<file path="config.mk">
export PLATFORM = sky130hd
export DESIGN_NAME = alu_mul_seq
export DESIGN_NICKNAME = d
export VERILOG_FILES = /design/src/rtl/alu_pkg.sv /design/src/rtl/alu_mul_seq.sv
export SDC_FILE = /design/constraint.sdc
export NUM_CORES = 1
export LEC_CHECK = 0
export ABC_AREA = 0
export CAP_MARGIN = 20
export CORE_UTILIZATION = 46
export DETAILED_ROUTE_END_ITERATION = 7
export PLACE_DENSITY = 0.79
export SLEW_MARGIN = 40
export SYNTH_ARGS = -nofsm -noshare
export SYNTH_HDL_FRONTEND = slang
export SYNTH_SLANG_ARGS = --single-unit
</file>
<file path="constraint.sdc">
create_clock -name Clk -period 2.2 [get_ports Clk]
set_clock_uncertainty 0.15 [all_clocks]
set_input_delay 0.55 -clock Clk [delete_from_list [all_inputs] [get_ports Clk]]
set_output_delay 0.55 -clock Clk [all_outputs]
set_load 0.05 [all_outputs]
</file>
<file path="src/rtl/alu_pkg.sv">
// Shared ALU control encodings and the multiply sequencer state type.
package alu_pkg;

  localparam logic [1:0] ALU_OP_ARITH = 2'b00;
  localparam logic [1:0] ALU_OP_SHIFT = 2'b11;

  localparam logic [1:0] F_ADD = 2'b00;
  localparam logic [1:0] F_SLL = 2'b00;
  localparam logic [1:0] F_SRL = 2'b01;

  typedef enum logic [2:0] {
    S_IDLE = 3'd0,
    S_ADD  = 3'd1,
    S_SHL  = 3'd2,
    S_SHR  = 3'd3,
    S_DONE = 3'd4
  } mul_state_e;

endpackage

</file>
<file path="src/rtl/alu_mul_seq.sv">
// Shift-and-add 8-bit truncated multiplier that borrows the shared ALU,
// issuing one ALU operation per cycle while Busy is high.
module alu_mul_seq
  import alu_pkg::*;
#(
  parameter int WIDTH      = 8,
  parameter bit EARLY_EXIT = 1'b1
) (
  input  logic             Clk,
  input  logic             Reset_n,
  input  logic             Start,
  input  logic [WIDTH-1:0] OperandA,
  input  logic [WIDTH-1:0] OperandB,
  output logic             Busy,
  output logic             Done,
  output logic [WIDTH-1:0] Product,
  output logic [WIDTH-1:0] AluA,
  output logic [WIDTH-1:0] AluB,
  output logic [1:0]       AluOP,
  output logic [1:0]       AluFunc,
  input  logic [WIDTH-1:0] AluOut,
  input  logic             AluZero
);

  mul_state_e       state_q, state_d;
  logic [WIDTH-1:0] mcand_q, mcand_d;
  logic [WIDTH-1:0] mplier_q, mplier_d;
  logic [WIDTH-1:0] acc_q, acc_d;
  logic [WIDTH-1:0] product_q, product_d;
  logic [3:0]       cnt_q, cnt_d;
  logic             exit_now;

  always_ff @(posedge Clk or negedge Reset_n) begin
    if (!Reset_n) begin
      state_q   <= S_IDLE;
      mcand_q   <= '0;
      mplier_q  <= '0;
      acc_q     <= '0;
      cnt_q     <= '0;
      product_q <= '0;
    end else begin
      state_q   <= state_d;
      mcand_q   <= mcand_d;
      mplier_q  <= mplier_d;
      acc_q     <= acc_d;
      cnt_q     <= cnt_d;
      product_q <= product_d;
    end
  end

  // ALU drive is a pure decode of registered state, so it is stable all cycle.
  always_comb begin
    state_d   = state_q;
    mcand_d   = mcand_q;
    mplier_d  = mplier_q;
    acc_d     = acc_q;
    cnt_d     = cnt_q;
    product_d = product_q;
    AluA      = '0;
    AluB      = '0;
    AluOP     = ALU_OP_ARITH;
    AluFunc   = F_ADD;
    exit_now  = 1'b0;
    case (state_q)
      S_IDLE: begin
        if (Start) begin
          mcand_d  = OperandA;
          mplier_d = OperandB;
          acc_d    = '0;
          cnt_d    = '0;
          state_d  = S_ADD;
        end
      end
      S_ADD: begin
        AluA = acc_q;
        AluB = mcand_q;
        if (mplier_q[0]) acc_d = AluOut;
        state_d = S_SHL;
      end
      S_SHL: begin
        AluOP   = ALU_OP_SHIFT;
        AluFunc = F_SLL;
        AluA    = mcand_q;
        AluB    = WIDTH'(1);
        mcand_d = AluOut;
        state_d = S_SHR;
      end
      S_SHR: begin
        AluOP    = ALU_OP_SHIFT;
        AluFunc  = F_SRL;
        AluA     = mplier_q;
        AluB     = WIDTH'(1);
        mplier_d = AluOut;
        cnt_d    = cnt_q + 4'd1;
        // Early exit: the shifted multiplier has no set bits left to add.
        if (EARLY_EXIT) exit_now = AluZero;
        else            exit_now = (cnt_q == 4'(WIDTH - 1));
        if (exit_now) begin
          product_d = acc_q;
          state_d   = S_DONE;
        end else begin
          state_d   = S_ADD;
        end
      end
      S_DONE:  state_d = S_IDLE;
      default: state_d = S_IDLE;
    endcase
  end

  assign Busy    = (state_q == S_ADD) || (state_q == S_SHL) || (state_q == S_SHR);
  assign Done    = (state_q == S_DONE);
  assign Product = product_q;

endmodule

</file>
==> results of run 1 <==
==> cells by family after synthesis <==
kind of cell / Yosys count
mux: 32
flops: 35
buf+inv: 26
compound gates: 35
simple gates: 56
other cells: 1
==> worst min-delay path by stage <==
stage          cells after the start                endpoint                    from  slack (ns)
6_report                           1  Product[7]$_DFFE_PN0P_  Product[7]$_DFFE_PN0P_        0.34
5_1_grt                            1  Product[7]$_DFFE_PN0P_  Product[7]$_DFFE_PN0P_        0.36
4_1_cts                            1  Product[7]$_DFFE_PN0P_  Product[7]$_DFFE_PN0P_        0.35
3_5_place_dp                       1  Product[7]$_DFFE_PN0P_  Product[7]$_DFFE_PN0P_        0.33
3_3_place_gp                       1  Product[6]$_DFFE_PN0P_  Product[6]$_DFFE_PN0P_        0.33
2_1_floorplan                      0  Product[0]$_DFFE_PN0P_                 Reset_n        0.10
==> layout make-up <==
type / count / area (µm²)
clock buffer: 6 / 82.58
clock inverter: 2 / 35.03
fill: 247 / 854.6
inverter: 10 / 37.54
multi-input combinational: 124 / 912.1
sequential: 35 / 877.1
tap: 48 / 60.06
timing repair buffer: 72 / 912.1
==> metrics by stage <==
step | cells | util
after CTS | 295 | 0.7674
after global placement | 284 | 0.7120
final | 297 | 0.7734
after floorplan | 185 | -
after detailed placement | 284 | 0.7120
after global routing | 297 | 0.7734
==> routing by layer <==
metal  vias to the layer above  track usage  wire (µm)
li1                        767            -          -
met4                         0      0.07880        104
met2                        61       0.4235       2374
met1                       757       0.3003       1944
met5                         -            0          0
met3                        12      0.04861        210
==> cell usage in the layout, fill, tap and decap left out, types with 10 or more instances in the layout <==
cell              n
clkdlybuf4s50_1  27
a21oi_1          18
nor2_2           10
buf_4            21
dfrtp_1          34
nor2_1           19
buf_12           22
mux2i_1          16
inv_1            10
mux2_2           12
==> state kept, by name (all words and copies together) (netlist names) <==
| signal | flops |
|---|---|
| mplier_q | 8 |
| Product | 8 |
| state_q | 3 |
| mcand_q | 8 |
| acc_q | 8 |
==> critical path: cells and delay by family (launching register included) <==
| kind | cells | cell delay (ns) |
|---|---|---|
| DFF | 1 | 0.41 |
| AOI/OAI and AO/OA | 1 | 0.19 |
| and+or+nand+nor | 2 | 0.19 |
| buffers and inverters | 3 | 0.48 |
==> timing repair <==
| item | CTS | global route |
|---|---|---|
| gates cloned | 1 | 0 |
| pin swaps | 0 | 6 |
| gates resized for setup | 9 | 3 |
| setup buffers | 2 | 2 |
| setup endpoints to repair | 8 | 18 |
==> metrics.md, run 1 <==
| Metric | Value |
|---|---|
| Status | `complete, but fails checks` |
| Failing checks | `negative setup slack` |
| Final setup TNS | `-0.4845 ns` |
| Yosys top cell area share | `0.4704` |
| H-Tree Depth | `2` |
| Initial Util | `0.4937` |
| Leading area contributor after synthesis | `dfrtp_1` |
| Crit-path max cell delay | `0.41 ns` |
| Critical Path RT | `1.50 ns` |
| Ys Warns | `0` |
| Leading post-synthesis cells by cell area | `dfrtp_1 47%, mux2i_1 8.6%, mux2_2 7.9%` |
| CTS tree | `yes` |
| Sequential share of the synthesized area | `0.4704` |
| Pin count of the biggest net entering global routing | `36` |
| CP endpoint kind | `output port` |
| Antenna viol nets, final | `0` |
| Vias | `1597` |
| Clock-pin transition on the worst setup and hold timing paths | `0.08 ns` |
| Total CTS buffers | `5` |
| Final Hold Vio Count | `0` |
| Setup WS post-layout | `-0.07454 ns` |
| Crit-path cells | `buf_12 -> nor2b_1 -> buf_4 -> a22oi_2 -> nor2_2 -> buf_12` |
| Hold Worst Slack | `0.3425 ns` |
| First-pass GRT wire length | `7.748 mm` |
| Fin crit share | `1.034` |
| Area fraction in compound gates after synthesis | `0.1062` |
| Critical Path AT | `1.57 ns` |
| CORE AREA | `0.003771 mm²` |
| Worst flop-to-flop path endpoint | `mcand_q[3]$_DFFE_PN0P_` |
| Synth Area in Simple Gates | `0.1606` |
| Final setup fails | `8` |
| Design area | `0.002917 mm²` |
| Worst-margin pin slew | `0.5823 ns` |
| Most frequent cell after synthesis | `dfrtp_1` |
| Number of enable flip-flop cells after synthesis | `0` |
| Unrepaired setup endpoints after global routing | `yes` |
| Aggregate global-route resource usage | `0.2440` |
| Top cells by count, synth | `35 x dfrtp_1, 29 x nor2_1, 18 x a21oi_1` |
| Layout cells sized above 1 | `0.3574` |
| Crit Reg-Reg Startpoint | `state_q[0]$_DFFE_PN0P_` |
| Synth unique cells | `25` |
| DP Worst Slack | `0.09623 ns` |
| Avg Cell Area, Syn | `10.06 µm²` |
| Ys flop type | `dfrtp_1` |
| F_max | `439.7 MHz` |
| Initial antenna violation count | `0` |
| Total gr overflow | `0` |
| Root Buffer | `clkbuf_8` |
| Critical Path Fanout Max | `16` |
| DRT Pass-1 Iters | `4` |
| Antenna cells | `0` |
| CP Launch Type | `flip-flop` |
| Routed WL | `4.634 mm` |
| Final Net Count | `276` |
| Vias in the first global route | `1601` |
| Worst skew pair latency | `0.29 ns` |
| Dominant combinational cell family by area after synthesis | `multiplexers` |
| DRC viols | `0` |
| Xor-xnor portion of the synthesized cell area | `0` |
| Area post-placement | `0.002685 mm²` |
| CP max-delay cell | `dfrtp_1` |
| CP most frequent cell | `buf_12` |
| Syn Std Cell Area | `0.001862 mm²` |
| Crit path kind | `reg -> out` |
| Gpl congestion | `0.8440` |
| Layout overhead on the synthesized area | `56.65%` |
| Post-synthesis register bit count | `35` |
| DR WL/cell | `15.60 µm` |
| Die area | `0.004306 mm²` |
| CTS Buffer Depth | `2` |
| Critical path origin | `state_q[0]$_DFFE_PN0P_` |
| Row cnt | `22` |
| Post-synth ARST share | `1.000` |
| Synthesized instance count | `185` |
| Worst reg2reg setup slack | `0.17 ns` |
| Critical Path End | `AluA[2]` |
| Max-cap viol count | `0` |
| Mapped Nets | `213` |
| Slew Limit Fails | `0` |
| Reg2Reg Depth | `5` |
| Port Buffers | `56` |
| Die span in x | `65.62 µm` |
| Post-synthesis mux area share | `0.1828` |
| Hold Crit Class | `reg -> reg` |
| Drt via density | `5.377` |
| Slew margin rel. | `0.6118` |
| DP HPWL | `3.213 mm` |
| Initial DRC Count | `81` |
| Tmin final | `2.275 ns` |
| Hold-fix buffers, CTS | `0` |
| Io pins | `58` |
| Clock Sinks | `35` |
| Die Y | `65.62 µm` |
| Post-synthesis adder-cell area fraction | `0` |
Power of run 1 is left out: the tool's default activity adds up to more than one toggle a clock period on the data nets, which glitch-free logic cannot reach.
==> run 2, diff against run 1 <==
--- a/config.mk
+++ b/config.mk
@@ -9,7 +9,8 @@
 export CAP_MARGIN = 20
 export CORE_UTILIZATION = 46
 export DETAILED_ROUTE_END_ITERATION = 7
-export PLACE_DENSITY = 0.79
+export PLACE_DENSITY = 0.83
+export SKIP_LAST_GASP = 1
 export SLEW_MARGIN = 40
 export SYNTH_ARGS = -nofsm -noshare
 export SYNTH_HDL_FRONTEND = slang
==> run 2 against run 1 <==
The flow still finishes with violations (negative setup slack). Worst setup slack got worse by 0.030 ns. Count of clock-buffer cells in the layout unchanged. Cell area is 0.56% higher. Highest routed layer unchanged.
==> metrics.md, run 2 (same netlist as run 1, synthesis figures left out) <==
| Metric | Value |
|---|---|
| Critical Path RT | `1.50 ns (about the same)` |
| CP most frequent cell | `buf_6` |
| Fillers | `246 (-0.40%)` |
| Initial DRC Count | `91 (+12%)` |
| DRT Pass-1 Iters | `4 (unchanged)` |
| Max-cap viol count | `0 (unchanged)` |
| Antenna viol nets, final | `0 (unchanged)` |
| Hold Worst Slack | `0.3523 ns (+0.009803 ns)` |
| Aggregate global-route resource usage | `0.2553 (+0.01135)` |
| DRC viols | `0 (unchanged)` |
| Hold Crit Class | `reg -> reg` |
| Worst skew pair latency | `0.29 ns (about the same)` |
| CP Launch Type | `flip-flop` |
| Slew margin rel. | `0.6017 (-0.01009)` |
| Tmin final | `2.305 ns (+0.03032 ns)` |
| Routed WL | `5.133 mm (+11%)` |
| Pin count of the biggest net entering global routing | `36 (unchanged)` |
| First-pass GRT wire length | `8.010 mm (+3.4%)` |
| Clock Sinks | `35 (unchanged)` |
| Most frequent cells in the layout | `35 x dfrtp_1, 27 x clkdlybuf4s50_1, 24 x buf_4` |
| DR WL/cell | `17.05 µm (+9.3%)` |
| Commonest non-fill, non-tap cell in the layout | `dfrtp_1` |
| Total gr overflow | `0 (unchanged)` |
| Row cnt | `22 (unchanged)` |
| Die Y | `65.62 µm (unchanged)` |
| Unrepaired setup endpoints after global routing | `yes` |
| H-Tree Depth | `2 (unchanged)` |
| CP endpoint kind | `output port` |
| Crit path kind | `reg -> out` |
| Vias in the first global route | `1697 (+6.0%)` |
| DP HPWL | `3.400 mm (+5.8%)` |
| Cell family with most CP delay | `buffers and inverters` |
| Layout cells sized above 1 | `0.3715 (+0.01411)` |
| CTS tree | `yes` |
| Final setup fails | `9 (+1)` |
| Port Buffers | `56 (unchanged)` |
| Antenna cells | `0 (unchanged)` |
| Io pins | `58 (unchanged)` |
| FF/Latch Area | `875.8 µm² (-0.14%)` |
| Gpl congestion | `0.8647 (+2.5%)` |
| Initial antenna violation count | `0 (unchanged)` |
| Final Net Count | `281 (+1.8%)` |
| Slew Limit Fails | `0 (unchanged)` |
| Crit-path max cell delay | `0.40 ns (about the same)` |
| Total CTS buffers | `5 (unchanged)` |
| Fin crit share | `1.048 (+0.01378)` |
| Die area | `0.004306 mm² (unchanged)` |
| CP max-delay cell | `dfrtp_1` |
| Critical Path Fanout Max | `8 (-8)` |
| Bufs and invs on worst path | `3 (unchanged)` |
| Root Buffer | `clkbuf_8` |
| Die span in x | `65.62 µm (unchanged)` |
| Layout overhead on the synthesized area | `57.53%` |
| Area of the multi-input gates | `944.7 µm² (+3.6%)` |
| Critical Path AT | `1.60 ns (+0.03 ns)` |
| Failing checks | `negative setup slack` |
| Status | `complete, but fails checks` |
| Initial Util | `0.4937 (unchanged)` |
| CTS Buffer Depth | `2 (unchanged)` |
| Final Hold Vio Count | `0 (unchanged)` |
| Clock-pin transition on the worst setup and hold timing paths | `0.07 ns (about the same)` |
| CORE AREA | `0.003771 mm² (unchanged)` |
| F_max | `433.9 MHz (-1.3%)` |
| Vias | `1693 (+6.0%)` |
| Worst-margin pin slew | `0.5974 ns (+0.01514 ns)` |
| Crit-path cells | `buf_6 -> nor2b_4 -> buf_6 -> a22oi_2 -> nor2_2 -> buf_12` |
| Setup WS post-layout | `-0.1049 ns (-0.03032 ns)` |
| Drt via density | `5.625 (+4.6%)` |
run 2: cell types whose count changed in the layout (fill, tap and decap cells not counted), sizes merged:
| cell | previous run | this run |
|---|---|---|
| buf | 44 | 50 |
| bufbuf | 1 | 0 |
| bufinv | 1 | 0 |
run 2: routing by layer:
metal	wire length, µm	vias up	part of all wire	global-route usage
met5	0	-	0	0
met4	116	0	0.023	0.1196
met3	328	14	0.064	0.07118
met2	2638	81	0.51	0.4133
met1	2050	826	0.40	0.3123
li1	-	772	-	-
run 2: area by class of cell:
cell class / instances / area share
sequential: 35 / 0.2986
timing repair buffer: 77 / 0.3161
inverter: 10 / 0.01280
clock buffer: 6 / 0.02816
tap: 48 / 0.02048
clock inverter: 1 / 0.001706
multi-input combinational: 124 / 0.3221
run 2: repair_timing:
item,4_1_cts,5_1_grt
setup endpoints to repair,8,18
pin swaps,5,6
buffers inserted,6,3
hold buffers,0,0
gates resized for setup,11,12
run 2: final timing paths:
path | start | endpoint | slack [ns] | depth (start not counted)
worst max-delay path | state_q[0]$_DFFE_PN0P_ | AluA[6] | -0.10 | 6
worst min-delay path | Product[7]$_DFFE_PN0P_ | Product[7]$_DFFE_PN0P_ | 0.35 | 1
worst max register to register | state_q[0]$_DFFE_PN0P_ | mcand_q[1]$_DFFE_PN0P_ | 0.09 | 6
worst min register to register | Product[7]$_DFFE_PN0P_ | Product[7]$_DFFE_PN0P_ | 0.35 | 1
max in group asynchronous | Reset_n | state_q[2]$_DFFE_PN0P_ | 1.05 | 2
min in group asynchronous | Reset_n | mcand_q[5]$_DFFE_PN0P_ | 0.53 | 2
run 2: per-stage QoR:
stage          cell area [µm²]  utilization  TNS (ns)  cells  worst slack (ns)
2_1_floorplan             1887            -         0    185           0.05295
3_3_place_gp              2688       0.7127         0    286            0.1673
3_5_place_dp              2688       0.7127         0    286            0.1114
4_1_cts                   2872       0.7614   -0.7116    299          -0.09738
5_1_grt                   2933       0.7777    -1.288    301           -0.1388
6_report                  2933       0.7777   -0.5161    301           -0.1049
Power of run 2 is left out for the same reason.
==> run 3, diff against run 2 <==
--- a/config.mk
+++ b/config.mk
@@ -7,9 +7,10 @@
 export LEC_CHECK = 0
 export ABC_AREA = 0
 export CAP_MARGIN = 20
-export CORE_UTILIZATION = 46
+export CORE_UTILIZATION = 45
 export DETAILED_ROUTE_END_ITERATION = 7
-export PLACE_DENSITY = 0.83
+export GPL_TIMING_DRIVEN = 0
+export PLACE_DENSITY = 0.82
 export SKIP_LAST_GASP = 1
 export SLEW_MARGIN = 40
 export SYNTH_ARGS = -nofsm -noshare
==> run 3 against run 2 <==
First-iteration DRC count is 12% higher. The run still ends with negative setup slack left. Maximum frequency is 0.63% lower. Critical path depth is 1 lower.
==> metrics.md, run 3 (same netlist as run 1, synthesis figures left out) <==
| Metric | Value |
|---|---|
| Status | `complete, but fails checks` |
| Failing checks | `negative setup slack` |
| Clock-pin transition on the worst setup and hold timing paths | `0.07 ns (about the same)` |
| Pin count of the biggest net entering global routing | `25 (-31%)` |
| Drt via density | `5.370 (-4.5%)` |
| Area post-placement | `0.002532 mm² (-5.8%)` |
| Crit-path max cell delay | `0.47 ns (+0.07 ns)` |
| Reg2Reg Depth | `6 (unchanged)` |
| Worst reg2reg setup slack | `0.36 ns (+0.27 ns)` |
| Hold Crit Class | `reg -> reg` |
| Critical Path AT | `1.62 ns (+0.02 ns)` |
| Io pins | `58 (unchanged)` |
| Critical Path RT | `1.50 ns (about the same)` |
| Total gr overflow | `0 (unchanged)` |
| Initial Util | `0.4654 (-0.02826)` |
| Worst skew pair latency | `0.29 ns (about the same)` |
| DP HPWL | `3.497 mm (+2.9%)` |
| Crit path kind | `reg -> out` |
| Routed WL | `4.943 mm (-3.7%)` |
| Max-cap viol count | `0 (unchanged)` |
| Worst flop-to-flop path endpoint | `mcand_q[1]$_DFFE_PN0P_` |
| First-pass GRT wire length | `7.976 mm (-0.42%)` |
| Antenna cells | `0 (unchanged)` |
| Crit-path cells | `buf_8 -> mux2_4 -> a22oi_2 -> nor2_2 -> buf_6` |
| DR WL/cell | `16.05 µm (-5.9%)` |
| Final setup fails | `12 (+3)` |
| Cell family with most CP delay | `flip-flops` |
| DRT Pass-1 Iters | `4 (unchanged)` |
| Die Y | `66.32 µm (+1.1%)` |
| Final Net Count | `285 (+1.4%)` |
| Setup WS post-layout | `-0.1195 ns (-0.01463 ns)` |
| Design area | `0.002804 mm² (-4.4%)` |
| F_max | `431.1 MHz (-0.63%)` |
| Final Hold Vio Count | `0 (unchanged)` |
| Total CTS buffers | `5 (unchanged)` |
| Gpl congestion | `0.8509 (-1.6%)` |
| Clock Sinks | `35 (unchanged)` |
| Port Buffers | `56 (unchanged)` |
| Layout cells sized above 1 | `0.3605 (-0.01108)` |
| Die span in x | `66.32 µm (+1.1%)` |
| Antenna viol nets, final | `0 (unchanged)` |
| Bufs and invs on worst path | `2 (-1)` |
| Row cnt | `23 (+4.5%)` |
| Hold EP | `Product[7]$_DFFE_PN0P_` |
| Slew Limit Fails | `0 (unchanged)` |
| Worst hold path depth | `1 (unchanged)` |
| Unrepaired setup endpoints after global routing | `yes` |
| Layout overhead on the synthesized area | `50.60%` |
| CP max-delay cell | `dfrtp_2` |
| CP Depth | `5 (-1)` |
| CP Launch Type | `flip-flop` |
| CORE AREA | `0.004000 mm² (+6.1%)` |
| Initial antenna violation count | `0 (unchanged)` |
| CP endpoint kind | `output port` |
| Crit Reg-Reg Startpoint | `state_q[0]$_DFFE_PN0P_` |
| DRC viols | `0 (unchanged)` |
| Hold Startpoint | `Product[7]$_DFFE_PN0P_` |
| Most frequent cells in the layout | `34 x clkdlybuf4s50_1, 33 x dfrtp_1, 19 x nor2_1` |
| CTS tree | `yes` |
| Fin crit share | `1.054 (+0.006651)` |
| Initial DRC Count | `102 (+12%)` |
| Commonest non-fill, non-tap cell in the layout | `clkdlybuf4s50_1` |
| Die area | `0.004398 mm² (+2.1%)` |
| Tmin final | `2.319 ns (+0.01463 ns)` |
| Root Buffer | `clkbuf_8` |
| H-Tree Depth | `2 (unchanged)` |
| Vias in the first global route | `1642 (-3.2%)` |
| Critical Path Fanout Max | `7 (-1)` |
| Vias | `1654 (-2.3%)` |
| Aggregate global-route resource usage | `0.2478 (-0.007506)` |
| CTS Buffer Depth | `2 (unchanged)` |
| Layout Utilization | `0.7010 (-0.07673)` |
==> run 3: worst reg2reg max path, stage by stage (launching register included) <==
cell	delay [ns]
dfrtp_2	0.47
buf_4	0.17
nor4b_4	0.26
buf_6	0.19
buf_12	0.16
mux2i_1	0.23
a21oi_1	0.10
==> run 3: layer usage <==
metal | track usage | vias to the layer above | part of all wire
met5 | 0 | - | 0
met4 | 0.09840 | 0 | 0.021
met3 | 0.05345 | 12 | 0.057
met2 | 0.4120 | 60 | 0.50
met1 | 0.3114 | 798 | 0.42
li1 | - | 784 | -
==> run 3: worst max-delay path by stage <==
stage	endpoint	startpoint
floorplan	Busy	state_q[2]$_DFFE_PN0P_
global placement	AluB[4]	state_q[1]$_DFFE_PN0P_
detailed placement	AluB[4]	state_q[2]$_DFFE_PN0P_
CTS	AluA[3]	state_q[0]$_DFFE_PN0P_
global route	AluA[1]	state_q[0]$_DFFE_PN0P_
finish	AluA[3]	state_q[0]$_DFFE_PN0P_
==> run 3: area by class of cell <==
class / count / area [µm²]
repair buffers: 67 / 668.1
multi-input cells: 124 / 934.6
well taps: 50 / 62.56
plain buffers: 14 / 122.6
flip-flops and latches: 35 / 878.3
fillers: 313 / 1196
clock buffers: 8 / 100.1
inverters: 10 / 37.54
==> run 3: through the flow <==
step                      setup WS (ns)  TNS, ns  hold WS [ns]  instances
after floorplan                 0.05295        0        0.1044        185
after global placement          -0.7011   -20.87        0.3266        291
after detailed placement        -0.7184   -9.740        0.3118        292
after CTS                       -0.1505  -0.9043        0.3486        301
after global routing            -0.1679   -1.528        0.3708        308
final                           -0.1195  -0.9344        0.3409        308
==> run 3: timing repair <==
item,CTS,global route
cloned,0,1
gates resized for setup,140,25
hold buffers,1,0
pin swaps,1,3
endpoints found under the hold margin,4,0
endpoints found under the setup margin,21,18
setup buffers,2,7
Power of run 3 is left out for the same reason.
